**src/rtl/alu_issue_arbiter_pkg.sv**
```systemverilog
// Shared types for the ALU issue arbiter: decoded op encoding and the per-slot request bundle.
`ifndef DATA_WIDTH
`define DATA_WIDTH 32
`endif

package alu_issue_arbiter_pkg;

  localparam int unsigned ALU_TAG_WIDTH  = 6;
  localparam int unsigned ALU_DATA_WIDTH = `DATA_WIDTH;

  typedef enum logic [2:0] {
    ALU_ADD = 3'd0,
    ALU_SUB = 3'd1,
    ALU_AND = 3'd2,
    ALU_OR  = 3'd3,
    ALU_XOR = 3'd4,
    ALU_SLL = 3'd5,
    ALU_SRL = 3'd6,
    ALU_SLT = 3'd7
  } decoded_alu_op_t;

  typedef struct packed {
    decoded_alu_op_t             op;
    logic [ALU_DATA_WIDTH-1:0]   src1;
    logic [ALU_DATA_WIDTH-1:0]   src2;
    logic [ALU_TAG_WIDTH-1:0]    tag;
  } alu_req_t;

endpackage

```
**src/rtl/alu_issue_arbiter_rr_arbiter.sv**
```systemverilog
// Round-robin arbiter: grants the first requester at or above the pointer, wrapping modulo N.
module rr_arbiter #(
  parameter  int unsigned N     = 4,
  localparam int unsigned IDX_W = (N > 1) ? $clog2(N) : 1
) (
  input  logic             i_clk,
  input  logic             i_rst_n,
  input  logic [N-1:0]     i_req,
  input  logic             i_en,
  input  logic             i_advance,
  output logic [N-1:0]     o_gnt,
  output logic [IDX_W-1:0] o_gnt_idx
);

  logic [IDX_W-1:0] ptr_q, ptr_d;
  logic             found;
  int unsigned      idx;

  always_comb begin
    o_gnt     = '0;
    o_gnt_idx = '0;
    found     = 1'b0;
    idx       = 0;
    for (int unsigned off = 0; off < N; off++) begin
      idx = int'(ptr_q) + off;
      if (idx >= N) idx = idx - N;
      if (!found && i_en && i_req[idx]) begin
        found          = 1'b1;
        o_gnt[idx]     = 1'b1;
        o_gnt_idx      = IDX_W'(idx);
      end
    end
  end

  always_comb begin
    ptr_d = ptr_q;
    if (i_advance && found) begin
      ptr_d = (o_gnt_idx == IDX_W'(N - 1)) ? '0 : o_gnt_idx + 1'b1;
    end
  end

  always_ff @(posedge i_clk or negedge i_rst_n) begin
    if (!i_rst_n) ptr_q <= '0;
    else          ptr_q <= ptr_d;
  end

endmodule

```
**src/rtl/alu_issue_arbiter.sv**
```systemverilog
// Shares one registered ALU between NUM_REQ issue slots and returns tagged results to writeback.
module alu_issue_arbiter
  import alu_issue_arbiter_pkg::*;
#(
  parameter  int unsigned NUM_REQ    = 4,
  parameter  int unsigned TAG_WIDTH  = ALU_TAG_WIDTH,
  parameter  int unsigned DATA_WIDTH = `DATA_WIDTH,
  localparam int unsigned SLOT_W     = $clog2(NUM_REQ)
) (
  input  logic                            i_clk,
  input  logic                            i_rst_n,
  input  logic [NUM_REQ-1:0]              i_req_valid,
  output logic [NUM_REQ-1:0]              o_req_ready,
  input  decoded_alu_op_t [NUM_REQ-1:0]   i_req_op,
  input  logic [NUM_REQ*DATA_WIDTH-1:0]   i_req_src1,
  input  logic [NUM_REQ*DATA_WIDTH-1:0]   i_req_src2,
  input  logic [NUM_REQ*TAG_WIDTH-1:0]    i_req_tag,
  input  logic                            i_flush,
  output logic                            o_alu_enabled,
  output decoded_alu_op_t                 o_alu_op,
  output logic [DATA_WIDTH-1:0]           o_alu_src1,
  output logic [DATA_WIDTH-1:0]           o_alu_src2,
  input  logic [DATA_WIDTH-1:0]           i_alu_dest,
  output logic                            o_res_valid,
  input  logic                            i_res_ready,
  output logic [DATA_WIDTH-1:0]           o_res_data,
  output logic [TAG_WIDTH-1:0]            o_res_tag,
  output logic [SLOT_W-1:0]               o_res_slot
);

  logic                 can_issue;
  logic [NUM_REQ-1:0]   gnt;
  logic [SLOT_W-1:0]    gnt_idx;
  logic [TAG_WIDTH-1:0] sel_tag;

  logic                 res_valid_q, res_valid_d;
  logic [TAG_WIDTH-1:0] res_tag_q,   res_tag_d;
  logic [SLOT_W-1:0]    res_slot_q,  res_slot_d;

  // A full result slot only frees up for a new op when writeback drains it this same cycle.
  assign can_issue = ~i_flush & (~res_valid_q | i_res_ready);

  rr_arbiter #(.N(NUM_REQ)) u_rr_arbiter (
    .i_clk     (i_clk),
    .i_rst_n   (i_rst_n),
    .i_req     (i_req_valid),
    .i_en      (can_issue),
    .i_advance (can_issue),
    .o_gnt     (gnt),
    .o_gnt_idx (gnt_idx)
  );

  assign o_req_ready   = gnt;
  assign o_alu_enabled = |gnt;

  always_comb begin
    o_alu_op   = decoded_alu_op_t'('0);
    o_alu_src1 = '0;
    o_alu_src2 = '0;
    sel_tag    = '0;
    for (int unsigned k = 0; k < NUM_REQ; k++) begin
      if (gnt[k]) begin
        o_alu_op   = i_req_op[k];
        o_alu_src1 = i_req_src1[k*DATA_WIDTH +: DATA_WIDTH];
        o_alu_src2 = i_req_src2[k*DATA_WIDTH +: DATA_WIDTH];
        sel_tag    = i_req_tag[k*TAG_WIDTH +: TAG_WIDTH];
      end
    end
  end

  always_comb begin
    res_valid_d = res_valid_q;
    res_tag_d   = res_tag_q;
    res_slot_d  = res_slot_q;
    if (i_flush) begin
      res_valid_d = 1'b0;
    end else if (o_alu_enabled) begin
      res_valid_d = 1'b1;
      res_tag_d   = sel_tag;
      res_slot_d  = gnt_idx;
    end else if (i_res_ready) begin
      res_valid_d = 1'b0;
    end
  end

  always_ff @(posedge i_clk or negedge i_rst_n) begin
    if (!i_rst_n) begin
      res_valid_q <= 1'b0;
      res_tag_q   <= '0;
      res_slot_q  <= '0;
    end else begin
      res_valid_q <= res_valid_d;
      res_tag_q   <= res_tag_d;
      res_slot_q  <= res_slot_d;
    end
  end

  assign o_res_valid = res_valid_q;
  assign o_res_data  = i_alu_dest;
  assign o_res_tag   = res_tag_q;
  assign o_res_slot  = res_slot_q;

endmodule

```
**config.mk**
```make
export PLATFORM = sky130hd
export DESIGN_NAME = alu_issue_arbiter
export DESIGN_NICKNAME = d
export VERILOG_FILES = /design/src/rtl/alu_issue_arbiter_pkg.sv /design/src/rtl/alu_issue_arbiter_rr_arbiter.sv /design/src/rtl/alu_issue_arbiter.sv
export SDC_FILE = /design/constraint.sdc
export NUM_CORES = 1
export LEC_CHECK = 0
export ABC_AREA = 1
export CORE_AREA = 2 2 171 173
export CTS_BUF_LIST = sky130_fd_sc_hd__clkbuf_4 sky130_fd_sc_hd__clkbuf_8
export DETAILED_ROUTE_END_ITERATION = 6
export DIE_AREA = 0 0 173 175
export GPL_TIMING_DRIVEN = 0
export SLEW_MARGIN = 10
export SYNTH_ARGS = -nofsm -noshare
export SYNTH_HDL_FRONTEND = slang
export SYNTH_SLANG_ARGS = --single-unit
```
**constraint.sdc**
```tcl
create_clock -name i_clk -period 4.7 [get_ports i_clk]
set_input_delay 1.41 -clock i_clk [delete_from_list [all_inputs] [get_ports i_clk]]
set_output_delay 1.41 -clock i_clk [all_outputs]
set_load 0.1 [all_outputs]
```
==> load_flow_metrics.sql, run 1 <==
INSERT INTO impl_metrics (metric_group, metric, value, unit) VALUES
('clock_network', 'path_clk_slew', '0.05', 'ns'),
('synthesis', 'syn-cell-area', '3980', 'um2'),
('sta', 'fmaxAchievable', '0.210', 'GHz'),
('setup_path', 'timing.critical_path.slowest_cell_delay', '0.21', 'ns'),
('setup_path', 'path_cells', 'buf_6, inv_4, a21oi_4, nand2_2, nor2_4, nand3_4, nor2_4, nor2_4, buf_12, buf_16, buf_8, a21oi_4, nor2_2, nand2_1, nand2_2, buf_12', ''),
('cells_and_area', 'num-nets-final', '1603', ''),
('outcome', 'outcome', 'finished, violations left', ''),
('min_path', 'hp-class', 'reg -> reg', ''),
('sta', 'hold_violations', '0', ''),
('setup_path', 'criticalPathCategory', 'in -> out', ''),
('setup_path', 'required', '3.29', 'ns'),
('global_routing', 'grt_first_pass_wirelength', '42.3', 'mm'),
('job', 'max_cap_viol_count', '0', ''),
('synthesis', 'synth_enable_flop_cells', '0', ''),
('global_routing', 'grt_use_met2', '32.4', '%'),
('setup_path', 'ff2ff_setup_slack', '1.84', 'ns'),
('sta', 'clock-skew-final', '0.00593', 'ns'),
('placement', 'dp_hpwl', '22.1', 'mm'),
('clock_network', 'clock_sinks', '11', ''),
('floorplan', 'core.rowCount', '62', ''),
('setup_path', 'crit_path_start_kind', 'input port', ''),
('sta', 'finalSetupViolCount', '39', ''),
('floorplan', 'dieWidth', '173', 'um'),
('global_routing', 'grt_start_max_net_pins', '12', ''),
('detailed_routing', 'routed-via-count', '7176', ''),
('sta', 'worst_slew_pin_slew', '1.05', 'ns'),
('synthesis', 'synth-seq-area-share', '6.92', '%'),
('clock_network', 'clk-insertion-delay-late', '0.24', 'ns'),
('synthesis', 'synth_fp_nets', '1136', ''),
('min_path', 'hold_start', 'o_res_slot[0]', ''),
('synthesis', 'synth_top_flop_cell', 'sky130_fd_sc_hd__dfrtp_1', ''),
('synthesis', 'synth.lib_cells_used.distinct', '25', ''),
('detailed_routing', 'detail_route.first_pass.iterations', '5', ''),
('sta', 'fin_crit_sh', '101', '%'),
('floorplan', 'coreArea', '28400', 'um2'),
('detailed_routing', 'wire_per_inst', '18.4', 'um'),
('sta', 'fin_tns_setup', '-0.814', 'ns'),
('min_path', 'min_path_cells', '2', ''),
('floorplan', 'die_area', '30300', 'um2'),
('global_routing', 'groute.layer.met1.usage', '21.5', '%'),
('detailed_routing', 'drt_drc_violations_left', '0', ''),
('detailed_routing', 'initial_drc_count', '280', ''),
('floorplan', 'die_h', '175', 'um'),
('sta', 'setup_slack', '-0.0685', 'ns'),
('setup_path', 'cp_data_arrival_time', '3.36', 'ns'),
('setup_path', 'length_in_cells_of_the_worst_reg_to_reg_path', '17', ''),
('cells_and_area', 'post_route_cells_drive_above_1_share', '39.4', '%'),
('sta', 'period_needed', '4.77', 'ns'),
('setup_path', 'critical_path.most_common_cell', 'sky130_fd_sc_hd__nor2_4', ''),
('detailed_routing', 'drt_wl_total', '30.2', 'mm'),
('synthesis', 'synth_warnings', '0', ''),
('sta', 'drv_slew', '0', ''),
('floorplan', 'floorplan.initialDensity', '14.0', '%'),
('placement', 'port_buffers', '412', ''),
('setup_path', 'critPathCaptureType', 'primary output', ''),
('sta', 'grt_setup_unrepaired', 'yes', ''),
('cells_and_area', 'most_frequent_cells_in_the_layout', 'sky130_fd_sc_hd__clkdlybuf4s50_1, sky130_fd_sc_hd__nand2_1, sky130_fd_sc_hd__nand2_2', ''),
('outcome', 'failed_checks', 'setup timing', ''),
('clock_network', 'clk_path_buf_depth', '2', ''),
('cells_and_area', 'antenna_cells_inserted', '0', ''),
('placement', 'gp_congestion', '0.888', ''),
('cells_and_area', 'areaGrowthSynthToFinish', '195', '%'),
('min_path', 'hold-path-endpoint', 'o_res_slot[0]', ''),
('global_routing', 'first_global_vias', '7109', ''),
('global_routing', 'number_of_antenna_violations_at_the_first_check_in_global_routing', '1', ''),
('setup_path', 'critical_path.reg2reg.endpoint', 'o_res_tag[4]', ''),
('sta', 'timing.slew.headroom', '29.7', '%'),
('clock_network', 'tritoncts.num_buffers', '3', ''),
('synthesis', 'asyncSetResetFlopFracSynth', '100', '%'),
('detailed_routing', 'route.antenna.remaining_nets', '0', ''),
('clock_network', 'tritoncts', 'yes', '');
[per-stage QoR]
| step | setup slack, ns | cells | area [um2] |
|---|---|---|---|
| 3_3_place_gp | -2.05 | 1593 | 8760 |
| 4_1_cts | -0.115 | 1628 | 10700 |
| 5_1_grt | -0.157 | 1647 | 11700 |
| 3_5_place_dp | -2.08 | 1593 | 8760 |
| 6_report | -0.0685 | 1647 | 11700 |
| 2_1_floorplan | -0.188 | 797 | 4150 |
[kinds of logic after synthesis]
family	synth area share (%)
simple gates	54.2
buf+inv	16.5
flops	6.92
fa+ha+maj	2.20
compound gates	20.2
[layer usage]
layer | vias up | part of all wire, % | routed length [um]
met2 | 298 | 52 | 15600
met5 | - | 0.040 | 12
met3 | 48 | 5.5 | 1670
met4 | 2 | 3.0 | 900
li1 | 3516 | - | -
met1 | 3312 | 40 | 12100
[worst max-delay path, delay by kind of cell]
family                 cells  cell delay, ns
AOI/OAI and AO/OA          2            0.38
and+or+nand+nor            8            0.80
buffers and inverters      6            0.74
[layout make-up]
type	count	area [um2]
Fill cell	2833	16700
Multi-Input combinational cell	676	4180
Tap cell	384	480
Buffer	92	1100
Sequential cell	11	278
Timing Repair Buffer	461	5550
Inverter	18	85.1
Timing Repair inverter	1	16.3
Clock buffer	4	48.8
[cells in the mapped netlist (2+ instances only)]
cell,n,area share [%]
sky130_fd_sc_hd__nand2_1,322,30
sky130_fd_sc_hd__a21oi_1,147,18
sky130_fd_sc_hd__nand3_1,99,12
sky130_fd_sc_hd__nor2_1,74,7.0
sky130_fd_sc_hd__buf_4,48,9.1
sky130_fd_sc_hd__buf_2,37,4.7
sky130_fd_sc_hd__inv_1,12,1.1
sky130_fd_sc_hd__dfrtp_1,11,6.9
sky130_fd_sc_hd__ha_1,7,2.2
sky130_fd_sc_hd__clkbuf_1,6,0.57
sky130_fd_sc_hd__inv_2,6,0.57
sky130_fd_sc_hd__nand2_2,3,0.47
sky130_fd_sc_hd__nand3_2,3,0.75
sky130_fd_sc_hd__nand4_1,3,0.47
sky130_fd_sc_hd__nor2_4,3,0.85
sky130_fd_sc_hd__o211ai_1,3,0.57
sky130_fd_sc_hd__buf_6,2,0.57
sky130_fd_sc_hd__nand3_4,2,0.88
sky130_fd_sc_hd__o21ai_0,2,0.25
sky130_fd_sc_hd__o21ai_1,2,0.25
[worst max-delay path by stage]
stage                startpoint              to  slack [ns]
floorplan           i_res_ready  o_alu_src1[24]       -0.19
global placement    i_res_ready   o_alu_src2[2]       -2.05
detailed placement  i_res_ready   o_alu_src2[2]       -2.08
CTS                 i_res_ready  o_alu_src1[13]       -0.11
global route        i_res_ready  o_alu_src2[17]       -0.16
finish              i_res_ready  o_alu_src1[13]       -0.07
[sequential cells by signal (all words and copies together), names as in the netlist, named ones only]
name	count
u_rr_arbiter.ptr_q	1
o_res_valid	1
o_res_tag	6
o_res_slot	2
[what timing repair did]
| action | 4_1_cts | 5_1_grt |
|---|---|---|
| setup buffers | 23 | 10 |
| gates resized for setup | 867 | 196 |
| setup endpoints to repair | 72 | 71 |
| pin swaps | 41 | 70 |
| cloned | 8 | 11 |
Power of run 1 is not shown: default switching activity piles up to over one toggle a cycle in this logic, so the estimate is an artifact.
==> inputs of run 2 (changes only) <==
--- a/config.mk
+++ b/config.mk
@@ -11,7 +11,7 @@
 export DETAILED_ROUTE_END_ITERATION = 6
 export DIE_AREA = 0 0 173 175
 export GPL_TIMING_DRIVEN = 0
-export SLEW_MARGIN = 10
+export SLEW_MARGIN = 20
 export SYNTH_ARGS = -nofsm -noshare
 export SYNTH_HDL_FRONTEND = slang
 export SYNTH_SLANG_ARGS = --single-unit
==> results of run 2 <==
The final DEF is identical to that of run 1; final timing and power are the same.
Power of run 2 is left out for the same reason.
